### src/rtl/fsk_pkg.sv
// Shared constants and types for the CPFSK modulator: tuning words, mode
// encoding, FSM states and the symbol-to-tone mapping.
package fsk_pkg;

    // Tuning words for a 24-bit accumulator at 100 MHz: 1 MHz base, 0.5 MHz spacing.
    localparam int unsigned F0_FTW = 167772;
    localparam int unsigned DF_FTW = 83886;

    typedef enum logic [1:0] {
        MODE_16FSK = 2'd0,
        MODE_8FSK  = 2'd1,
        MODE_4FSK  = 2'd2,
        MODE_2FSK  = 2'd3
    } fsk_mode_e;

    typedef enum logic {
        ST_IDLE = 1'b0,
        ST_RUN  = 1'b1
    } fsk_state_e;

    // Spread the reduced alphabets across the full 16-tone grid.
    function automatic logic [3:0] tone_index(input fsk_mode_e mode, input logic [3:0] data);
        logic [3:0] tone;
        case (mode)
            MODE_16FSK: tone = data;
            MODE_8FSK:  tone = {data[2:0], 1'b0};
            MODE_4FSK:  tone = {data[1:0], 2'b00};
            MODE_2FSK:  tone = {data[0], 3'b000};
            default:    tone = data;
        endcase
        return tone;
    endfunction

endpackage

### src/rtl/fsk_sine_lut.sv
// Quarter-wave sine magnitude ROM: mag = round(127*sin(pi/2*addr/64)).
module fsk_sine_lut (
    input  logic [5:0] addr,
    output logic [6:0] mag
);
    // NOTE: every path assigns mag (default arm included), so no latch is inferred.
    always_comb begin
        case (addr)
            6'd0:  mag = 7'd0;    6'd1:  mag = 7'd3;    6'd2:  mag = 7'd6;    6'd3:  mag = 7'd9;
            6'd4:  mag = 7'd12;   6'd5:  mag = 7'd16;   6'd6:  mag = 7'd19;   6'd7:  mag = 7'd22;
            6'd8:  mag = 7'd25;   6'd9:  mag = 7'd28;   6'd10: mag = 7'd31;   6'd11: mag = 7'd34;
            6'd12: mag = 7'd37;   6'd13: mag = 7'd40;   6'd14: mag = 7'd43;   6'd15: mag = 7'd46;
            6'd16: mag = 7'd49;   6'd17: mag = 7'd51;   6'd18: mag = 7'd54;   6'd19: mag = 7'd57;
            6'd20: mag = 7'd60;   6'd21: mag = 7'd63;   6'd22: mag = 7'd65;   6'd23: mag = 7'd68;
            6'd24: mag = 7'd71;   6'd25: mag = 7'd73;   6'd26: mag = 7'd76;   6'd27: mag = 7'd78;
            6'd28: mag = 7'd81;   6'd29: mag = 7'd83;   6'd30: mag = 7'd85;   6'd31: mag = 7'd88;
            6'd32: mag = 7'd90;   6'd33: mag = 7'd92;   6'd34: mag = 7'd94;   6'd35: mag = 7'd96;
            6'd36: mag = 7'd98;   6'd37: mag = 7'd100;  6'd38: mag = 7'd102;  6'd39: mag = 7'd104;
            6'd40: mag = 7'd106;  6'd41: mag = 7'd107;  6'd42: mag = 7'd109;  6'd43: mag = 7'd111;
            6'd44: mag = 7'd112;  6'd45: mag = 7'd113;  6'd46: mag = 7'd115;  6'd47: mag = 7'd116;
            6'd48: mag = 7'd117;  6'd49: mag = 7'd118;  6'd50: mag = 7'd120;  6'd51: mag = 7'd121;
            6'd52: mag = 7'd122;  6'd53: mag = 7'd122;  6'd54: mag = 7'd123;  6'd55: mag = 7'd124;
            6'd56: mag = 7'd125;  6'd57: mag = 7'd125;  6'd58: mag = 7'd126;  6'd59: mag = 7'd126;
            6'd60: mag = 7'd126;  6'd61: mag = 7'd127;  6'd62: mag = 7'd127;  6'd63: mag = 7'd127;
            default: mag = 7'd0;
        endcase
    end

endmodule

### src/rtl/fsk_modulator.sv
// Continuous-phase M-FSK modulator: one-entry symbol holding register, symbol
// timer, phase accumulator and quarter-wave sine lookup producing 8-bit samples.
module fsk_modulator
    import fsk_pkg::*;
#(
    parameter int SYMBOL_CYCLES = 100,
    parameter int PHASE_W       = 24
) (
    input  logic       clk,
    input  logic       reset,
    input  logic       start,
    input  logic       stop,
    input  logic [1:0] mode,
    input  logic [3:0] data_in,
    input  logic       sym_valid,
    output logic       sym_ready,
    output logic [7:0] sample_out,
    output logic       sample_valid,
    output logic       sym_strobe,
    output logic       underrun,
    output logic       busy
);

    localparam int CNT_W = (SYMBOL_CYCLES > 1) ? $clog2(SYMBOL_CYCLES) : 1;
    localparam logic [CNT_W-1:0] CNT_LAST = CNT_W'(SYMBOL_CYCLES - 1);

    fsk_state_e         state, state_next;
    logic [CNT_W-1:0]   sym_cnt;
    logic [PHASE_W-1:0] phase;
    logic [PHASE_W-1:0] ftw;
    logic [3:0]         tone;
    logic [3:0]         hold_data;
    logic               hold_valid;
    logic               stop_pending;

    logic               start_now;
    logic               boundary;
    logic               stop_now;
    logic               load_now;
    logic               accept;

    logic [7:0]         quad_addr;
    logic [5:0]         lut_addr;
    logic [6:0]         lut_mag;
    logic [7:0]         sample_next;

    // FSM state register.
    // NOTE: sequential state uses non-blocking assignments so every flop samples pre-edge values.
    always_ff @(posedge clk or posedge reset) begin
        if (reset) state <= ST_IDLE;
        else       state <= state_next;
    end

    always_comb begin
        state_next = state;
        case (state)
            ST_IDLE: if (start) state_next = ST_RUN;
            ST_RUN:  if (boundary && stop_now) state_next = ST_IDLE;
            default: state_next = ST_IDLE;
        endcase
    end

    // Boundary and handshake decodes; a pending stop pre-empts the load.
    always_comb begin
        busy      = (state == ST_RUN);
        start_now = (state == ST_IDLE) && start;
        boundary  = start_now || (busy && (sym_cnt == CNT_LAST));
        stop_now  = busy && (stop_pending || stop);
        load_now  = boundary && hold_valid && !stop_now;
        sym_ready = !hold_valid || load_now;
    end

    assign accept = sym_valid && sym_ready;
    assign ftw    = PHASE_W'(F0_FTW) + PHASE_W'(tone) * PHASE_W'(DF_FTW);

    always_ff @(posedge clk or posedge reset) begin
        if (reset) begin
            hold_data    <= '0;
            hold_valid   <= 1'b0;
            tone         <= '0;
            stop_pending <= 1'b0;
            sym_cnt      <= '0;
            phase        <= '0;
            sym_strobe   <= 1'b0;
            underrun     <= 1'b0;
        end else begin
            if (accept) begin
                hold_data  <= data_in;
                hold_valid <= 1'b1;
            end else if (load_now) begin
                hold_valid <= 1'b0;
            end

            if (load_now) tone <= tone_index(fsk_mode_e'(mode), hold_data);

            sym_strobe <= load_now;
            underrun   <= boundary && !hold_valid && !stop_now;

            // Stop only matters in RUN; a stop alongside start in IDLE is dropped.
            if (!busy || (boundary && stop_now)) stop_pending <= 1'b0;
            else if (stop)                       stop_pending <= 1'b1;

            if (start_now)  sym_cnt <= '0;
            else if (busy)  sym_cnt <= (sym_cnt == CNT_LAST) ? '0 : sym_cnt + CNT_W'(1);

            if (start_now)  phase <= '0;
            else if (busy)  phase <= phase + ftw;
        end
    end

    // Quarter-wave folding: odd quadrants mirror the index, upper half negates.
    assign quad_addr = phase[PHASE_W-1 -: 8];
    assign lut_addr  = quad_addr[6] ? ~quad_addr[5:0] : quad_addr[5:0];

    fsk_sine_lut u_lut (
        .addr (lut_addr),
        .mag  (lut_mag)
    );

    assign sample_next = quad_addr[7] ? (8'd0 - {1'b0, lut_mag}) : {1'b0, lut_mag};

    always_ff @(posedge clk or posedge reset) begin
        if (reset) begin
            sample_out   <= '0;
            sample_valid <= 1'b0;
        end else if (busy && (state_next == ST_RUN)) begin
            sample_out   <= sample_next;
            sample_valid <= 1'b1;
        end else begin
            sample_out   <= '0;
            sample_valid <= 1'b0;
        end
    end

endmodule

### config.mk
export PLATFORM = sky130hd
export DESIGN_NAME = fsk_modulator
export DESIGN_NICKNAME = d
export VERILOG_FILES = /design/src/rtl/fsk_pkg.sv /design/src/rtl/fsk_sine_lut.sv /design/src/rtl/fsk_modulator.sv
export SDC_FILE = /design/constraint.sdc
export NUM_CORES = 1
export LEC_CHECK = 0
export CORE_ASPECT_RATIO = 0.75
export CORE_MARGIN = 1
export CORE_UTILIZATION = 30
export CTS_CLUSTER_DIAMETER = 200
export CTS_CLUSTER_SIZE = 12
export DETAILED_ROUTE_END_ITERATION = 10
export GPL_TIMING_DRIVEN = 0
export SLEW_MARGIN = 10
export SYNTH_ARGS = -nofsm -noshare
export SYNTH_HDL_FRONTEND = slang
export SYNTH_SLANG_ARGS = --single-unit
### constraint.sdc
create_clock -name clk -period 5.04 [get_ports clk]
set_input_delay 1.008 -clock clk [delete_from_list [all_inputs] [get_ports clk]]
set_output_delay 1.008 -clock clk [all_outputs]
set_load 0.005 [all_outputs]
======== Yosys cells after proc, flatten, opt, wreduce, memory -nomap -nowiden ========
Memory sizes are Yosys's and may differ from the RTL's.
Cells that the tools add are included.
operators by class
  reductions and logical operators ........ 21
  div/mod/pow operators ................... 0
  shift-type cells ........................ 0
  multipliers ............................. 1
  eq/ne operators ......................... 4
  add/sub/neg operators ................... 4
  mux-type cells .......................... 17
  $lt $le $gt $ge ......................... 0
  bitwise logic cells ..................... 2
operators with widths
  cell                                                                    number
  24-bit two-way mux                                                      2
  24-bit by 22-bit adder with 24-bit output                               1
  18-bit by 21-bit adder with 22-bit output (first input constant)        1
  7-bit two-way mux                                                       3
  4-bit by 16-bit multiplier with 20-bit output (second input constant)   1
  8-bit two-way mux                                                       2
  4-bit case mux with 4 select lines                                      1
  1-bit logical AND                                                       10
  1-bit by 7-bit subtractor with 8-bit output (first input constant)      1
  7-bit by 1-bit adder with 7-bit output (second input constant)          1
  7-bit equality test (second input constant)                             1
  1-bit two-way mux                                                       7
  6-bit two-way mux                                                       1
  6-bit inverter                                                          1
  2-bit nonzero test                                                      3
  2-bit equality test (second input constant)                             2
  1-bit logical OR                                                        4
  1-bit logical NOT                                                       3
  2-bit by 1-bit equality test with 1-bit output (second input constant)  1
  2-bit logical NOT                                                       1
  1-bit case mux with 2 select lines                                      1
  1-bit inverter                                                          1
word-level totals
  latch bits .............................. 0
  ROM bits ................................ 448
  memory bits (writable) .................. 0
  memories ................................ 1
  word-level logic and storage cells ...... 61
  register bits after elaboration ......... 53
memory list
  name              depth  width  read ports  clocked after Yosys merged registers in  write ports  RTL line           source
  (name not given)  64     7      1           0                                        0            fsk_sine_lut.sv:8  case (addr)

======== Longest topological paths before layout ========
  word-level depth ........................ 8
  depth in mapped cells ................... 21
  depth with buffers taken out ............ 21

======== By module ========
Synthesis repeated with hierarchy kept, for this count alone.
second synthesis, totals
  cells, all modules ...................... 633
  area, all modules ....................... 5376.4 sq um
modules (own cells, without submodules)
  module         cells an instance  times used  seq. area each (sq um)  area each (sq um)
  fsk_modulator  537                1           1301.2                  4704.5
  fsk_sine_lut   96                 1           0.0                     671.9

======== Least setup slack after synthesis ========
OpenSTA, ideal clock, no wires.
  path type ............................... reg-to-reg
  start point ............................. reg tone[1]
  end point ............................... reg phase[21]
  period minus slack after synthesis ...... 4959 ps
  stages on the path, launching flop included .. 20
  setup time .............................. 127 ps
  slack ................................... 81 ps
  arrival time ............................ 4832 ps
  cells stage by stage .................... dfrtp_1 fa_1 ha_1 ha_1 a21o_1 a21o_1 a211oi_1 nor3b_1 or2_2 a21oi_1 xnor2_1 ha_1 ha_1 a21o_1 a21o_1 a21oi_1 o21ai_0 a221oi_2 a2111oi_0 nand3b_1
between the ends
  word-level cells in the longest chain between the ends .. 5
RTL lines
  element                                        RTL line              source
  start, declared                                fsk_modulator.sv:31   logic [3:0] tone;
  start signal, assigned                         fsk_modulator.sv:94   if (load_now) tone <= tone_index(fsk_mode_e'(mode), hold_data);
  4-bit by 16-bit multiplier with 20-bit output  fsk_modulator.sv:74   assign ftw = PHASE_W'(F0_FTW) + PHASE_W'(tone) * PHASE_W'(DF_FTW);
  18-bit by 21-bit adder with 22-bit output      fsk_modulator.sv:74
  24-bit by 22-bit adder with 24-bit output      fsk_modulator.sv:107  else if (busy) phase <= phase + ftw;
  24-bit two-way mux                             fsk_modulator.sv:107
  24-bit two-way mux                             fsk_modulator.sv:106  if (start_now) phase <= '0;
  end signal, assigned                           fsk_modulator.sv:107
  end, declared                                  fsk_modulator.sv:29   logic [PHASE_W-1:0] phase;
No other way between the ends. The select of a mux whose other input is x is not followed.
A chain may end at the register's enable or synchronous reset.

======== Worst setup path in the final report ========
  start point ............................. reg tone[1]
  end point ............................... reg phase[22]
The elaborated chain is that of the path after synthesis.

==> impl_metrics.json <==
{
  "status": "completed",
  "tns_ps": 0,
  "drt_iter0_markers": 366,
  "maxSlewHeadroom": 0.447,
  "cp_slowest_cell": "fa_2",
  "hp-start": "phase[15]",
  "fillers": 2020,
  "start_kind": "flop",
  "remaining_drc_errors": 0,
  "cts_buffers": 5,
  "synth_area_leaders": "dfrtp_1, ha_1, inv_1",
  "r2r_start": "tone[1]",
  "routed.top_layer": "met4",
  "grt_pass1_vias": 4942,
  "period_minus_slack_ps": 4950,
  "synth_top_area_cell": "dfrtp_1",
  "hold_violations": 0,
  "wl_met1_um": 8080,
  "port_buffers": 23,
  "grt_pass1_wl_um": 25600,
  "synth_edf_count": 0,
  "core_area_sq_um": 19400,
  "cp-startpoint": "tone[1]",
  "synthCells": 729,
  "wl_per_cell_um": 15.7,
  "async_flop_share": 1.00,
  "track_usage": 0.158,
  "timing.hold.ws_ps": 489,
  "clock_sinks": 52,
  "ant_nets": 0,
  "register_area_sq_um": 1310,
  "worst_setup_path_end_kind": "flop",
  "clk_pin_slew_ps": 80,
  "skew_ps": 6.73,
  "final_area_sq_um": 6990,
  "fp.dieH_um": 124,
  "synthToLayoutAreaGrowth_pct": 17.5,
  "synth_area_sq_um": 5950,
  "wl_met2_um": 7060,
  "path_max_fanout": 5,
  "root_buffer": "clkbuf_16",
  "crit_chain": "fa_2 > inv_1 > fa_1 > inv_1 > ha_2 > a21o_1 > a22o_1 > or3_1 > a41oi_2 > nor3_4 > o311ai_1 > ha_1 > ha_1 > a21oi_1 > nor2b_1 > o21ai_0 > nand2b_1 > a211o_1 > nand3_1",
  "drive_gt1_frac": 0.133,
  "pre_cts_ws_ps": -537,
  "synth_warnings": 0,
  "globalplace.congestion": 0.930,
  "fin_ws_ps": 94.7,
  "drv_cap": 0,
  "worstHoldPathType": "flop to flop",
  "ys_seq_area_frac": 0.219,
  "dpl_cell_area_sq_um": 6520,
  "cp.required_ps": 5280,
  "nNetsFinal": 865,
  "synth_area_per_cell_sq_um": 8.16,
  "synth_flop_cell": "dfrtp_1",
  "clkLatencyLatePin_ps": 300,
  "antenna_cells": 0,
  "htree_levels": 2,
  "boundaryPins": 24,
  "cts_tree": "built",
  "synth_top_area_share": 0.219,
  "period_share": 0.981,
  "synth.most_common_cell": "ha_1",
  "finalSetupViolations": 0,
  "start_util": 0.307,
  "dp_hpwl_um": 12100,
  "hold_buffers": 0,
  "grt_max_degree": 32,
  "cts_max_path_buffers": 2,
  "synth_fp_nets": 821,
  "fp-row-count": 44,
  "arrival_ps": 5180,
  "overflow": 0,
  "wl_met3_um": 873,
  "worst_pin_slew_ps": 829,
  "antenna_found_initial": 0,
  "wl_um": 16100,
  "fmaxAchievable_ghz": 0.202,
  "vias": 5447,
  "dr.pass1.iters": 5,
  "viasPerCell": 5.30,
  "design.die.area_sq_um": 20400,
  "multi_input_area_sq_um": 4410,
  "synth_common_cells": "ha_1, inv_1, nand2_1",
  "slowest_delay_ps": 640,
  "crit_type": "flop to flop",
  "slew_viol_final": 0,
  "fp.dieW_um": 165,
  "ys_ff_latch": 52,
  "ys_types": 76
}
[sequential cells by signal (all words and copies together) (netlist names)]
signal        cells
stop_pending      1
sample_valid      1
busy              1
hold_data         4
underrun          1
hold_valid        1
sym_strobe        1
tone              4
sym_cnt           7
sample_out        8
phase            23
[timing repair]
action,in CTS,in global routing
endpoints found under the setup margin,7,9
pin swaps,5,20
buffers inserted,10,4
resized for setup,15,33
[routing by layer]
metal  up-vias  global-route usage
li1       2710                   -
met1      2594               0.241
met2       137               0.241
met3         6              0.0186
met4         0              0.0212
met5         -                   0
[cells in the final DEF, fill, tap and decap left out, types with 9 or more instances in the layout]
master and count:
buf_2 14, clkdlybuf4s50_1 23, a31oi_1 9, xor2_1 11, nand2_1 60, o21ai_0 43, nand2b_1 21, xnor2_1 19
clkbuf_1 12, a21oi_1 39, dfrtp_1 48, ha_1 61, o22ai_1 9, o21a_1 9, mux2i_1 11, inv_1 62
a21o_1 14, nor2_1 49, o21ai_1 13, nand3_1 19, buf_4 19
[worst paths after layout]
check                      cells past startpoint          to  slack [ps]
setup / recovery                              19   phase[22]          90
setup reg to reg                              19   phase[22]          90
hold / removal                                 2   phase[15]         490
hold reg to reg                                2   phase[15]         490
max in group asynchronous                      3  sym_cnt[2]        3430
min in group asynchronous                      2    underrun        1060
[worst max-delay path, delay by kind of cell (launching register included)]
kind / cells / cell delay [ps]
AOI/OAI and AO/OA: 7 / 1660
adders and majority gates: 5 / 2010
buffers and inverters: 2 / 120
DFF: 1 / 450
and+or+nand+nor: 5 / 650
[cell type report]
class | instances | area share
Multi-Input combinational cell | 574 | 0.631
Clock buffer | 6 | 0.0199
Buffer | 35 | 0.0283
Tap cell | 253 | 0.0453
Inverter | 67 | 0.0360
Sequential cell | 52 | 0.187
Timing Repair Buffer | 38 | 0.0508
Clock inverter | 2 | 0.00215
[per-stage QoR]
| stage | instances | utilization |
|---|---|---|
| 2_1_floorplan | 729 | - |
| 5_1_grt | 1027 | 0.361 |
| 3_3_place_gp | 1005 | 0.335 |
| 4_1_cts | 1024 | 0.352 |
| 3_5_place_dp | 1006 | 0.336 |
| 6_report | 1027 | 0.361 |
[logic make-up (layout without fill, tap and decap cells)]
logic type,count (synthesis),after routing,share of synthesized area
xor gates and xnor gates,32,32,0.0484
adders and majority gates,81,81,0.180
and+or+nand+nor,222,222,0.191
AOI/OAI and AO/OA,220,220,0.250
DFF,52,52,0.219
muxes,19,19,0.0355
buffers and inverters,103,148,0.0761
Power is not shown: default switching activity piles up to over one toggle a cycle in this logic, so the estimate is an artifact.
